`config.mk`:
```
export PLATFORM = sky130hd
export DESIGN_NAME = cfu_cmd_issue
export DESIGN_NICKNAME = d
export VERILOG_FILES = /design/src/rtl/cfu_vec_pkg.sv /design/src/rtl/cfu_beat_counter.sv /design/src/rtl/cfu_cmd_issue.sv
export SDC_FILE = /design/constraint.sdc
export NUM_CORES = 1
export LEC_CHECK = 0
export BUFFER_PORTS_ARGS = -buffer_cell sky130_fd_sc_hd__buf_2
export CORE_ASPECT_RATIO = 1.75
export CORE_MARGIN = 2
export CORE_UTILIZATION = 43
export CTS_CLUSTER_DIAMETER = 100
export DETAILED_ROUTE_END_ITERATION = 8
export PLACE_DENSITY = 0.73
export SYNTH_ARGS = -nofsm -noshare
export SYNTH_HDL_FRONTEND = slang
export SYNTH_SLANG_ARGS = --single-unit
```
`constraint.sdc`:
```
create_clock -name clk -period 1.9 [get_ports clk]
set_input_delay 0.475 -clock clk [delete_from_list [all_inputs] [get_ports clk]]
set_output_delay 0.475 -clock clk [all_outputs]
set_load 0.02 [all_outputs]
```
`src/rtl/cfu_vec_pkg.sv`:
```
// Shared CFU vector definitions: opcodes, issue-FSM states and index-width helper.
// Also consumed by decoder_block for its opcode decode.
package cfu_vec_pkg;

  localparam logic [4:0] OP_VSETVLI = 5'h17;
  localparam logic [4:0] OP_VLOAD   = 5'h07;
  localparam logic [4:0] OP_VADD    = 5'h15;
  localparam logic [4:0] OP_VACC    = 5'h0D;
  localparam logic [4:0] OP_VMUL    = 5'h04;
  localparam logic [4:0] OP_VBACC   = 5'h1D;

  typedef enum logic [1:0] {
    S_IDLE,
    S_EXEC,
    S_DRAIN,
    S_RESP
  } cfu_state_e;

  function automatic int unsigned idxw(input int unsigned vlmax);
    return $clog2(vlmax + 1);
  endfunction

endpackage

```
`src/rtl/cfu_beat_counter.sv`:
```
// Loadable down-counter with an up-counting index and last-beat flag.
// Loading N yields N counts: idx runs 0..N-1 and last is high on the final one.
module cfu_beat_counter #(
  parameter int unsigned W = 5
) (
  input  logic         clk,
  input  logic         reset,
  input  logic         load,
  input  logic [W-1:0] load_val,
  input  logic         en,
  output logic [W-1:0] idx,
  output logic         last
);

  logic [W-1:0] cnt;

  always_ff @(posedge clk) begin
    if (reset) begin
      cnt <= '0;
      idx <= '0;
    end else if (load) begin
      cnt <= load_val - W'(1);
      idx <= '0;
    end else if (en && (cnt != '0)) begin
      cnt <= cnt - W'(1);
      idx <= idx + W'(1);
    end
  end

  assign last = (cnt == '0);

endmodule

```
`src/rtl/cfu_cmd_issue.sv`:
```
// CFU command issue/sequencer: latches a command, replays it to the decoder as beats,
// drains the datapath and returns the response. Optional macro: CFU_ISSUE_ILLEGAL_TRAP_EN.
module cfu_cmd_issue
  import cfu_vec_pkg::*;
#(
  parameter int unsigned VLMAX    = 16,
  parameter int unsigned PIPE_LAT = 2,
  parameter int unsigned IDXW     = idxw(VLMAX)
) (
  input  logic            clk,
  input  logic            reset,
  input  logic            cmd_valid,
  output logic            cmd_ready,
  input  logic [9:0]      cmd_payload_function_id,
  input  logic [31:0]     cmd_payload_inputs_0,
  input  logic [31:0]     cmd_payload_inputs_1,
  output logic            rsp_valid,
  input  logic            rsp_ready,
  output logic [31:0]     rsp_payload_outputs_0,
  output logic            dec_valid,
  output logic [9:0]      dec_function_id,
  output logic [31:0]     dec_inputs_0,
  output logic [31:0]     dec_inputs_1,
  output logic [IDXW-1:0] dec_elem_idx,
  output logic [IDXW-1:0] vl,
  input  logic [31:0]     result_in
`ifdef CFU_ISSUE_ILLEGAL_TRAP_EN
  ,
  output logic            illegal
`endif
);

  // One counter serves both the EXEC beats and the DRAIN wait, so size it for the larger.
  localparam int unsigned CNTMAX = (VLMAX > PIPE_LAT) ? VLMAX : PIPE_LAT;
  localparam int unsigned CNTW   = idxw(CNTMAX);

  cfu_state_e      state;
  logic            is_red;
  logic [4:0]      opcode;
  logic            op_red;
  logic [IDXW-1:0] new_vl;
  logic            cnt_load;
  logic [CNTW-1:0] cnt_val;
  logic            cnt_en;
  logic [CNTW-1:0] cnt_idx;
  logic            cnt_last;

  assign opcode = cmd_payload_function_id[9:5];
  assign op_red = (opcode == OP_VACC) || (opcode == OP_VBACC);
  assign new_vl = (cmd_payload_inputs_0 > 32'(VLMAX)) ? IDXW'(VLMAX)
                                                      : cmd_payload_inputs_0[IDXW-1:0];

  always_comb begin
    cnt_load = 1'b0;
    cnt_val  = CNTW'(1);
    cnt_en   = 1'b0;
    unique case (state)
      S_IDLE: begin
        cnt_load = cmd_valid;
        if (op_red) cnt_val = (vl == '0) ? CNTW'(PIPE_LAT) : CNTW'(vl);
      end
      S_EXEC: begin
        cnt_en = 1'b1;
        if (cnt_last) begin
          cnt_load = 1'b1;
          cnt_val  = CNTW'(PIPE_LAT);
        end
      end
      S_DRAIN: cnt_en = 1'b1;
      default: ;
    endcase
  end

  cfu_beat_counter #(.W(CNTW)) u_cnt (
    .clk      (clk),
    .reset    (reset),
    .load     (cnt_load),
    .load_val (cnt_val),
    .en       (cnt_en),
    .idx      (cnt_idx),
    .last     (cnt_last)
  );

  always_ff @(posedge clk) begin
    if (reset) begin
      state                 <= S_IDLE;
      cmd_ready             <= 1'b1;
      rsp_valid             <= 1'b0;
      dec_valid             <= 1'b0;
      rsp_payload_outputs_0 <= '0;
      dec_function_id       <= '0;
      dec_inputs_0          <= '0;
      dec_inputs_1          <= '0;
      dec_elem_idx          <= '0;
      vl                    <= '0;
      is_red                <= 1'b0;
`ifdef CFU_ISSUE_ILLEGAL_TRAP_EN
      illegal               <= 1'b0;
`endif
    end else begin
      unique case (state)
        S_IDLE: if (cmd_valid) begin
          cmd_ready             <= 1'b0;
          dec_function_id       <= cmd_payload_function_id;
          dec_inputs_0          <= cmd_payload_inputs_0;
          dec_inputs_1          <= cmd_payload_inputs_1;
          dec_elem_idx          <= '0;
          rsp_payload_outputs_0 <= '0;
          is_red                <= op_red;
          case (opcode)
            OP_VSETVLI: begin
              vl                    <= new_vl;
              rsp_payload_outputs_0 <= 32'(new_vl);
              rsp_valid             <= 1'b1;
              state                 <= S_RESP;
            end
            OP_VACC, OP_VBACC: begin
              if (vl == '0) begin
                state <= S_DRAIN;
              end else begin
                dec_valid <= 1'b1;
                state     <= S_EXEC;
              end
            end
            OP_VLOAD, OP_VADD, OP_VMUL: begin
              dec_valid <= 1'b1;
              state     <= S_EXEC;
            end
            default: begin
`ifdef CFU_ISSUE_ILLEGAL_TRAP_EN
              illegal               <= 1'b1;
              rsp_payload_outputs_0 <= '1;
              rsp_valid             <= 1'b1;
              state                 <= S_RESP;
`else
              dec_valid <= 1'b1;
              state     <= S_EXEC;
`endif
            end
          endcase
        end
        S_EXEC: begin
          if (cnt_last) begin
            dec_valid <= 1'b0;
            state     <= S_DRAIN;
          end else begin
            dec_elem_idx <= IDXW'(cnt_idx + CNTW'(1));
          end
        end
        S_DRAIN: if (cnt_last) begin
          if (is_red) rsp_payload_outputs_0 <= result_in;
          rsp_valid <= 1'b1;
          state     <= S_RESP;
        end
        S_RESP: if (rsp_ready) begin
          rsp_valid <= 1'b0;
          cmd_ready <= 1'b1;
          state     <= S_IDLE;
        end
        default: state <= S_IDLE;
      endcase
    end
  end

endmodule

```
==> reports/metrics.cfg, run 1 <==
[routing]
drtIter0Drc = 253
wl_um = 15300
wl_per_cell_um = 14.5
drcViolationCount = 0
vias_per_cell = 5.08
ant_nets = 0
vias = 5348
drt_first_pass_iters = 4

[synth]
syn-instance-count = 659
ys.flop_type = dfxtp_1
yosysWarnings = 0
avgSynthCellArea_sq_um = 7.92
synth_top_area_share_pct = 50.6
yosysTopAreaCell = dfxtp_1
async_flop_share_pct = 0
synth_cell_types = 47
netlist_area_sq_um = 5220
synth_nets = 775
synth_edf_count = 0
ys_seq_elements = 132
ys_seq_area_share_pct = 50.6
synthTopCellsByArea = dfxtp_1 51%, nand2_1 15%, a21oi_1 12%

[place]
io_buffers = 228
place_congestion = 0.886
dp_hpwl_um = 11100

[worst_hold_path]
whs_path_depth = 3
hold_path_end = dec_inputs_1[22]$_SDFFE_PP0P_
hold_path_class = in -> reg
min-delay-start = cmd_payload_inputs_1[22]

[global_route]
grt_antenna_before_repair = 0
grt_use_total_pct = 22.4
grtUsageMet2_pct = 39.8
grt.busiest_layer = met2
grt_pass1_wl_um = 23300
use_met3_pct = 5.07
grt_max_degree = 52
grt_pass1_vias = 4873
overflow = 0
met1_usage_pct = 24.8

[die]
die_w_um = 87.3
row_count = 53
core-area_sq_um = 11900
pin_count = 229
dieArea_sq_um = 13100
die_height_um = 150
floorplan.initialDensity_pct = 43.7

[cells_and_area]
num_antenna_cells = 0
fill_cells = 1094
multi_input_comb_area_sq_um = 2440
area_growth_syn_to_layout_pct = 43.3
finalNetCount = 1019
register_area_sq_um = 2650
drive_gt1_share_pct = 35.5

[clock_network]
clock-sinks = 132
clkLatencyLatePin_ns = 0.40
cts.clk_slew.worst_paths_ns = 0.06
cts_root_buf = clkbuf_16
cts_tree = yes
hold_buffers = 0
clk_path_buf_depth = 2
cts_inserted_buffers = 17
htree_levels = 4

[timing]
period_share_pct = 98.8
setup_viol = 0
fin_skew_ns = 0.00632
maxSlewHeadroom_pct = 67.3
slew_viol_final = 0
finalHoldViolations = 0
hold_slack_ns = 0.304
period_needed_ns = 1.88
worst_pin_slew_ns = 0.491
rsz0062_at_grt = true
fmax_mhz = 533
tns_ns = 0

[setup_path]
slowest_delay_ns = 0.58
rrSetupSlack_ns = 0.02
r2r_cells = 6
reg2reg_from = u_cnt.cnt[0]$_SDFFE_PP0P_
worst_setup_path_start_kind = register
slowest_stage = or4_4
worstPathArrival_ns = 2.14
cp.required_ns = 2.17
r2r-end = u_cnt.cnt[1]$_SDFFE_PP0P_
crit_fanout = 4
setup.worst_path.class = reg -> reg
crit_path_end_kind = register
path_cells = or4_4, nor2_2, o31ai_4, nor2b_1, a211oi_1, nor3_1

[power]
power.leakage_nw = 3.38
power.density_nw_per_um2 = 1560
vdd_drop_max_uv = 880

[status]
status = completed

[job]
cap_viol_max_count = 0

## critical path, delay by kind of cell, from the launching register on
| kind | cells | cell delay (ns) |
|---|---|---|
| flip-flops | 1 | 0.35 |
| AO/OA/AOI/OAI | 2 | 0.36 |
| AND/OR/NAND/NOR | 4 | 1.03 |
## cell usage in the layout, fill, tap and decap left out, types with 5 or more instances in the layout
cell,instances
a21oi_1,122
nand3_1,40
nor2_1,22
dfxtp_1,130
clkbuf_16,17
o21ai_0,11
bufinv_16,7
buf_2,227
nor4_1,7
nand2_1,202
buf_4,37
a311oi_1,5
## per-stage QoR
| step | total power, mW | cell area, sq um | setup WS (ns) | util, % | instances |
|---|---|---|---|---|---|
| CTS | 11.5 | 7400 | 0.000471 | 62.0 | 1050 |
| finish | 11.7 | 7480 | 0.0234 | 62.7 | 1052 |
| global route | 12.3 | 7480 | -0.0388 | 62.7 | 1052 |
| detailed placement | 7.64 | 6690 | -0.258 | 56.1 | 1019 |
| global placement | 7.60 | 6690 | -0.146 | 56.1 | 1019 |
| floorplan | 6.25 | 5220 | 0.0265 | - | 659 |
## area by class of cell
| type | instances | share of cell area (%) |
|---|---|---|
| Sequential cell | 132 | 35.4 |
| Multi-Input combinational cell | 479 | 32.6 |
| Timing Repair Buffer | 269 | 20.1 |
| Clock buffer | 19 | 6.05 |
| Clock inverter | 12 | 3.34 |
| Tap cell | 137 | 2.29 |
| Inverter | 4 | 0.201 |
## cell families (layout without fill, tap and decap cells)
logic type / after synthesis / count (layout) / synth area share [%]
simple gates: 308 / 308 / 25.6
compound gates: 158 / 158 / 17.2
flops: 132 / 132 / 50.6
buf+inv: 48 / 304 / 3.95
xor+xnor: 7 / 7 / 1.17
fa+ha+maj: 6 / 6 / 1.44
## power breakdown
part,switching (mW),internal (mW)
combinational,2.71,1.59
clock,1.20,2.67
sequential,0.247,3.26
## metal layers
metal	vias to the layer above	routed length, um
met4	0	471
li1	2719	-
met5	-	0
met2	172	8150
met3	30	728
met1	2427	5910
## state kept, by name, summed over array words and instances, names as in the netlist
| register | count |
|---|---|
| dec_function_id | 10 |
| cmd_ready | 1 |
| u_cnt.idx | 5 |
| rsp_valid | 1 |
| is_red | 1 |
| rsp_payload_outputs_0 | 32 |
| dec_elem_idx | 5 |
| u_cnt.cnt | 5 |
| vl | 5 |
| dec_inputs_1 | 32 |
| dec_inputs_0 | 32 |
| dec_valid | 1 |
| state | 2 |
## timing repair
action | in CTS | in global routing
setup buffers | 0 | 2
setup endpoints to repair | 3 | 29
resized for setup | 1 | 17
pin swaps | 1 | 6
## worst max-delay path by stage
stage	from	to	slack, ns	depth (start not counted)
2_1_floorplan	state[0]$_SDFFE_PP0P_	u_cnt.cnt[3]$_SDFFE_PP0P_	0.03	9
3_3_place_gp	cmd_payload_inputs_0[16]	rsp_payload_outputs_0[3]$_SDFFE_PP0P_	-0.15	8
3_5_place_dp	cmd_payload_inputs_0[21]	rsp_payload_outputs_0[1]$_SDFFE_PP0P_	-0.26	8
4_1_cts	state[0]$_SDFFE_PP0P_	u_cnt.cnt[3]$_SDFFE_PP0P_	0.0005	8
5_1_grt	u_cnt.cnt[0]$_SDFFE_PP0P_	u_cnt.cnt[3]$_SDFFE_PP0P_	-0.04	6
6_report	u_cnt.cnt[0]$_SDFFE_PP0P_	u_cnt.cnt[1]$_SDFFE_PP0P_	0.02	6
## cells in the mapped netlist (2+ instances only)
| cell | count |
|---|---|
| nand2_1 | 203 |
| dfxtp_1 | 132 |
| a21oi_1 | 122 |
| nand3_1 | 40 |
| clkbuf_1 | 31 |
| nor2_1 | 24 |
| o21ai_0 | 11 |
| a311oi_1 | 7 |
| nor4_1 | 7 |
| buf_2 | 6 |
| ha_1 | 6 |
| and2_1 | 5 |
| inv_1 | 4 |
| nor2b_1 | 4 |
| xnor2_1 | 4 |
| buf_1 | 3 |
| buf_4 | 3 |
| nand2b_1 | 3 |
| nand3b_1 | 3 |
| nand4_1 | 3 |
| nor3_1 | 3 |
| or3_1 | 3 |
| xor2_1 | 3 |
| a211o_1 | 2 |
| a211oi_1 | 2 |
| o21ai_1 | 2 |
| o31ai_1 | 2 |
| or2_2 | 2 |
Note: power is estimated with default switching activity, not from simulation.
==> run 2: changes to the inputs <==
Settings changed: PLACE_DENSITY 0.73 to 0.72, SYNTH_HIERARCHICAL set to 1.
==> run 2 against run 1 <==
Compared with the run above: the flow now finishes with violations (negative setup slack); first-iteration DRC count grew 18%; highest routed layer unchanged; cell area is 6.8% higher; clock power is 6.0% lower.
==> reports/metrics.cfg, run 2 <==
[place]
place_ws_ns = -0.638  ; -0.380 ns
dp_hpwl_um = 11800  ; +6.9%
io_buffers = 228  ; unchanged
placed_area_sq_um = 7080  ; +5.8%
place_congestion = 0.888  ; +0.20%

[clock_network]
cts_inserted_buffers = 17  ; unchanged
cts_root_buf = clkbuf_16
clk_path_buf_depth = 2  ; unchanged
htree_levels = 4  ; unchanged
cts_tree = yes
cts.clk_slew.worst_paths_ns = 0.06  ; about the same
clock-sinks = 132  ; unchanged
clkLatencyLatePin_ns = 0.41  ; about the same

[timing]
hold_slack_ns = 0.291  ; -0.0129 ns
fin_skew_ns = 0.00810  ; +0.00177 ns
period_share_pct = 133  ; +34 points
period_needed_ns = 2.53  ; +0.653 ns
setup_slack_ns = -0.630  ; -0.653 ns
fmax_mhz = 395  ; -26%
rsz0062_at_grt = true
worst_pin_slew_ns = 0.460  ; -0.0308 ns
slew_viol_final = 0  ; unchanged
finalHoldViolations = 0  ; unchanged
setup_viol = 39  ; +39
maxSlewHeadroom_pct = 69.1  ; +1.8 points

[global_route]
grt_pass1_vias = 5412  ; +11%
overflow = 0  ; unchanged
grt_pass1_wl_um = 26400  ; +14%
grt_use_total_pct = 25.0  ; +2.5 points
grt_antenna_before_repair = 0  ; unchanged
grt_max_degree = 76  ; +46%

[synth]
ys.flop_type = dfxtp_1
synth_nets = 790  ; +1.9%
synth_common_cells = 198 x nand2_1, 132 x dfxtp_1, 112 x a21oi_1, 30 x clkbuf_1, 30 x nand3_1
synth_top_area_share_pct = 49.1  ; -1.6 points
avgSynthCellArea_sq_um = 8.00  ; +1.0%
netlist_area_sq_um = 5390  ; +3.2%
synthTopCellsByArea = dfxtp_1 49%, nand2_1 14%, a21oi_1 10%
ys_seq_elements = 132  ; unchanged
yosysTopAreaCell = dfxtp_1
syn-instance-count = 673  ; +2.1%
ys_seq_area_share_pct = 49.1  ; -1.6 points
synth_edf_count = 0  ; unchanged
post-synth-top-count-cell = nand2_1
synth_cell_types = 53  ; +13%
async_flop_share_pct = 0  ; unchanged
yosysWarnings = 6  ; +6

[routing]
drt_first_pass_iters = 4  ; unchanged
ant_nets = 0  ; unchanged
wl_um = 16800  ; +9.9%
drcViolationCount = 0  ; unchanged
vias = 5720  ; +7.0%
wl_per_cell_um = 14.9  ; +2.9%
vias_per_cell = 5.09  ; +0.10%
drtIter0Drc = 299  ; +18%

[setup_path]
path_cells = or4_4, nor2_4, nand2b_4, o211ai_1, mux2i_1, ha_2, nand4bb_1, or3_1, a221oi_2
cp_num_buf_inv = 0  ; unchanged
rrSetupSlack_ns = -0.63  ; -0.65 ns
worstPathArrival_ns = 2.85  ; +0.71 ns
worst_setup_path_start_kind = register
slowest_stage = or4_4
crit_path_end_kind = register
critPathTopFamily = simple AND/OR/NAND/NOR gates
slowest_delay_ns = 0.55  ; -0.03 ns
crit_fanout = 3  ; -1
setup.worst_path.class = reg -> reg
cp.required_ns = 2.22  ; +0.05 ns

[cells_and_area]
final_cell_mix = 227 x buf_2, 195 x nand2_1, 130 x dfxtp_1
final_common_cell = buf_2
area_growth_syn_to_layout_pct = 48.4
final_util_pct = 64.6  ; +1.9 points
top_regs = dec_inputs_0 (32), dec_inputs_1 (32), rsp_payload_outputs_0 (32)
finalInstanceArea_sq_um = 7990  ; +6.8%
num_antenna_cells = 0  ; unchanged
drive_gt1_share_pct = 37.7  ; +2.1 points
fill_cells = 1128  ; +3.1%
finalNetCount = 1061  ; +4.1%

[die]
die_w_um = 88.6  ; +1.5%
die_height_um = 152  ; +1.5%
floorplan.initialDensity_pct = 43.6  ; -0.18 points
core-area_sq_um = 12400  ; +3.6%
pin_count = 229  ; unchanged
dieArea_sq_um = 13500  ; +3.1%
row_count = 54  ; +1.9%

[status]
status = finished, violations left
violations = negative setup slack

[power]
p_int_mw = 7.50  ; -0.17%
p_clk_share_pct = 31.3  ; -1.8 points
power.density_nw_per_um2 = 1450  ; -6.9%
p_comb_share_pct = 38.9  ; +2.1 points
vdd_drop_max_uv = 795  ; -9.7%
switching_share_pct = 35.4  ; -0.26 points
switching_power_mw = 4.10  ; -1.3%
power.leakage_nw = 3.63  ; +7.5%
power_frac_seq_pct = 29.8  ; -0.3 points

[worst_hold_path]
hold_path_class = in -> reg

[job]
cap_viol_max_count = 0  ; unchanged

==> run 2: path summary, 6_finish.rpt <==
check | startpoint | to | cells past startpoint
hold / removal | cmd_payload_inputs_1[18] | dec_inputs_1[18]$_SDFFE_PP0P_ | 3
hold reg to reg | rsp_payload_outputs_0[8]$_SDFFE_PP0P_ | rsp_payload_outputs_0[8]$_SDFFE_PP0P_ | 2
setup / recovery | u_cnt/cnt[4]$_SDFFE_PP0P_ | u_cnt/cnt[4]$_SDFFE_PP0P_ | 9
setup reg to reg | u_cnt/cnt[4]$_SDFFE_PP0P_ | u_cnt/cnt[4]$_SDFFE_PP0P_ | 9
==> run 2: final cells by class <==
class                      count  area, sq um  share of cell area, %
clock buffer                  17          425                   5.32
clock inverter                14          223                   2.79
multi-input combinational    482         2640                   33.0
tap                          168          210                   2.63
sequential                   132         2650                   33.1
inverter                      12         45.0                  0.564
timing repair buffer         299         1810                   22.6
==> run 2: worst register-to-register path: cells and delay by family, from the launching register on <==
kind	cells	cell delay [ns]
adder cells (fa/ha/maj)	1	0.24
AND/OR/NAND/NOR	5	1.28
multiplexers	1	0.25
AO/OA/AOI/OAI	2	0.36
flip-flops	1	0.32
==> run 2: kinds of logic after synthesis <==
logic type	count (synthesis)	synth area share, %
buffers and inverters	59	4.44
adder cells (fa/ha/maj)	7	1.63
flip-flops	132	49.1
AND/OR/NAND/NOR	294	24.1
multiplexers	9	1.67
AO/OA/AOI/OAI	166	18.2
XOR/XNOR	6	0.976
==> run 2: per-stage QoR <==
step / setup TNS, ns / std cells / power (mW)
global placement: -9.39 / 1085 / 7.38
floorplan: -2.49 / 673 / 5.98
CTS: -7.99 / 1124 / 11.6
detailed placement: -10.88 / 1085 / 7.44
finish: -7.39 / 1124 / 11.6
global route: -9.89 / 1124 / 12.2
==> run 2: per-layer routing <==
metal  wire, um  up-vias  global-route usage, %  share of wire, %
li1           -     2856                      -                 -
met1       6230     2646                   26.9                37
met2       9110      189                   44.6                54
met3        985       29                   6.74               5.9
met4        444        0                   10.2               2.6
met5          0        -                      0                 0
==> run 2: repair_timing <==
item                       in CTS  in global routing
hold buffers                    0                  0
setup endpoints to repair      95                 77
gates cloned                    2                  0
pin swaps                      13                 13
resized for setup              22                  8
setup buffers                   9                  1
hold endpoints to repair        0                  0
==> run 2: power groups by stage <==
stage	Clock [mW]	Combinational (mW)	Sequential, mW
after CTS	3.69	4.44	3.46
final	3.63	4.51	3.46
after global placement	0	3.88	3.50
after detailed placement	0	3.92	3.52
after floorplan	0	1.97	4.01
after global routing	3.81	4.86	3.52
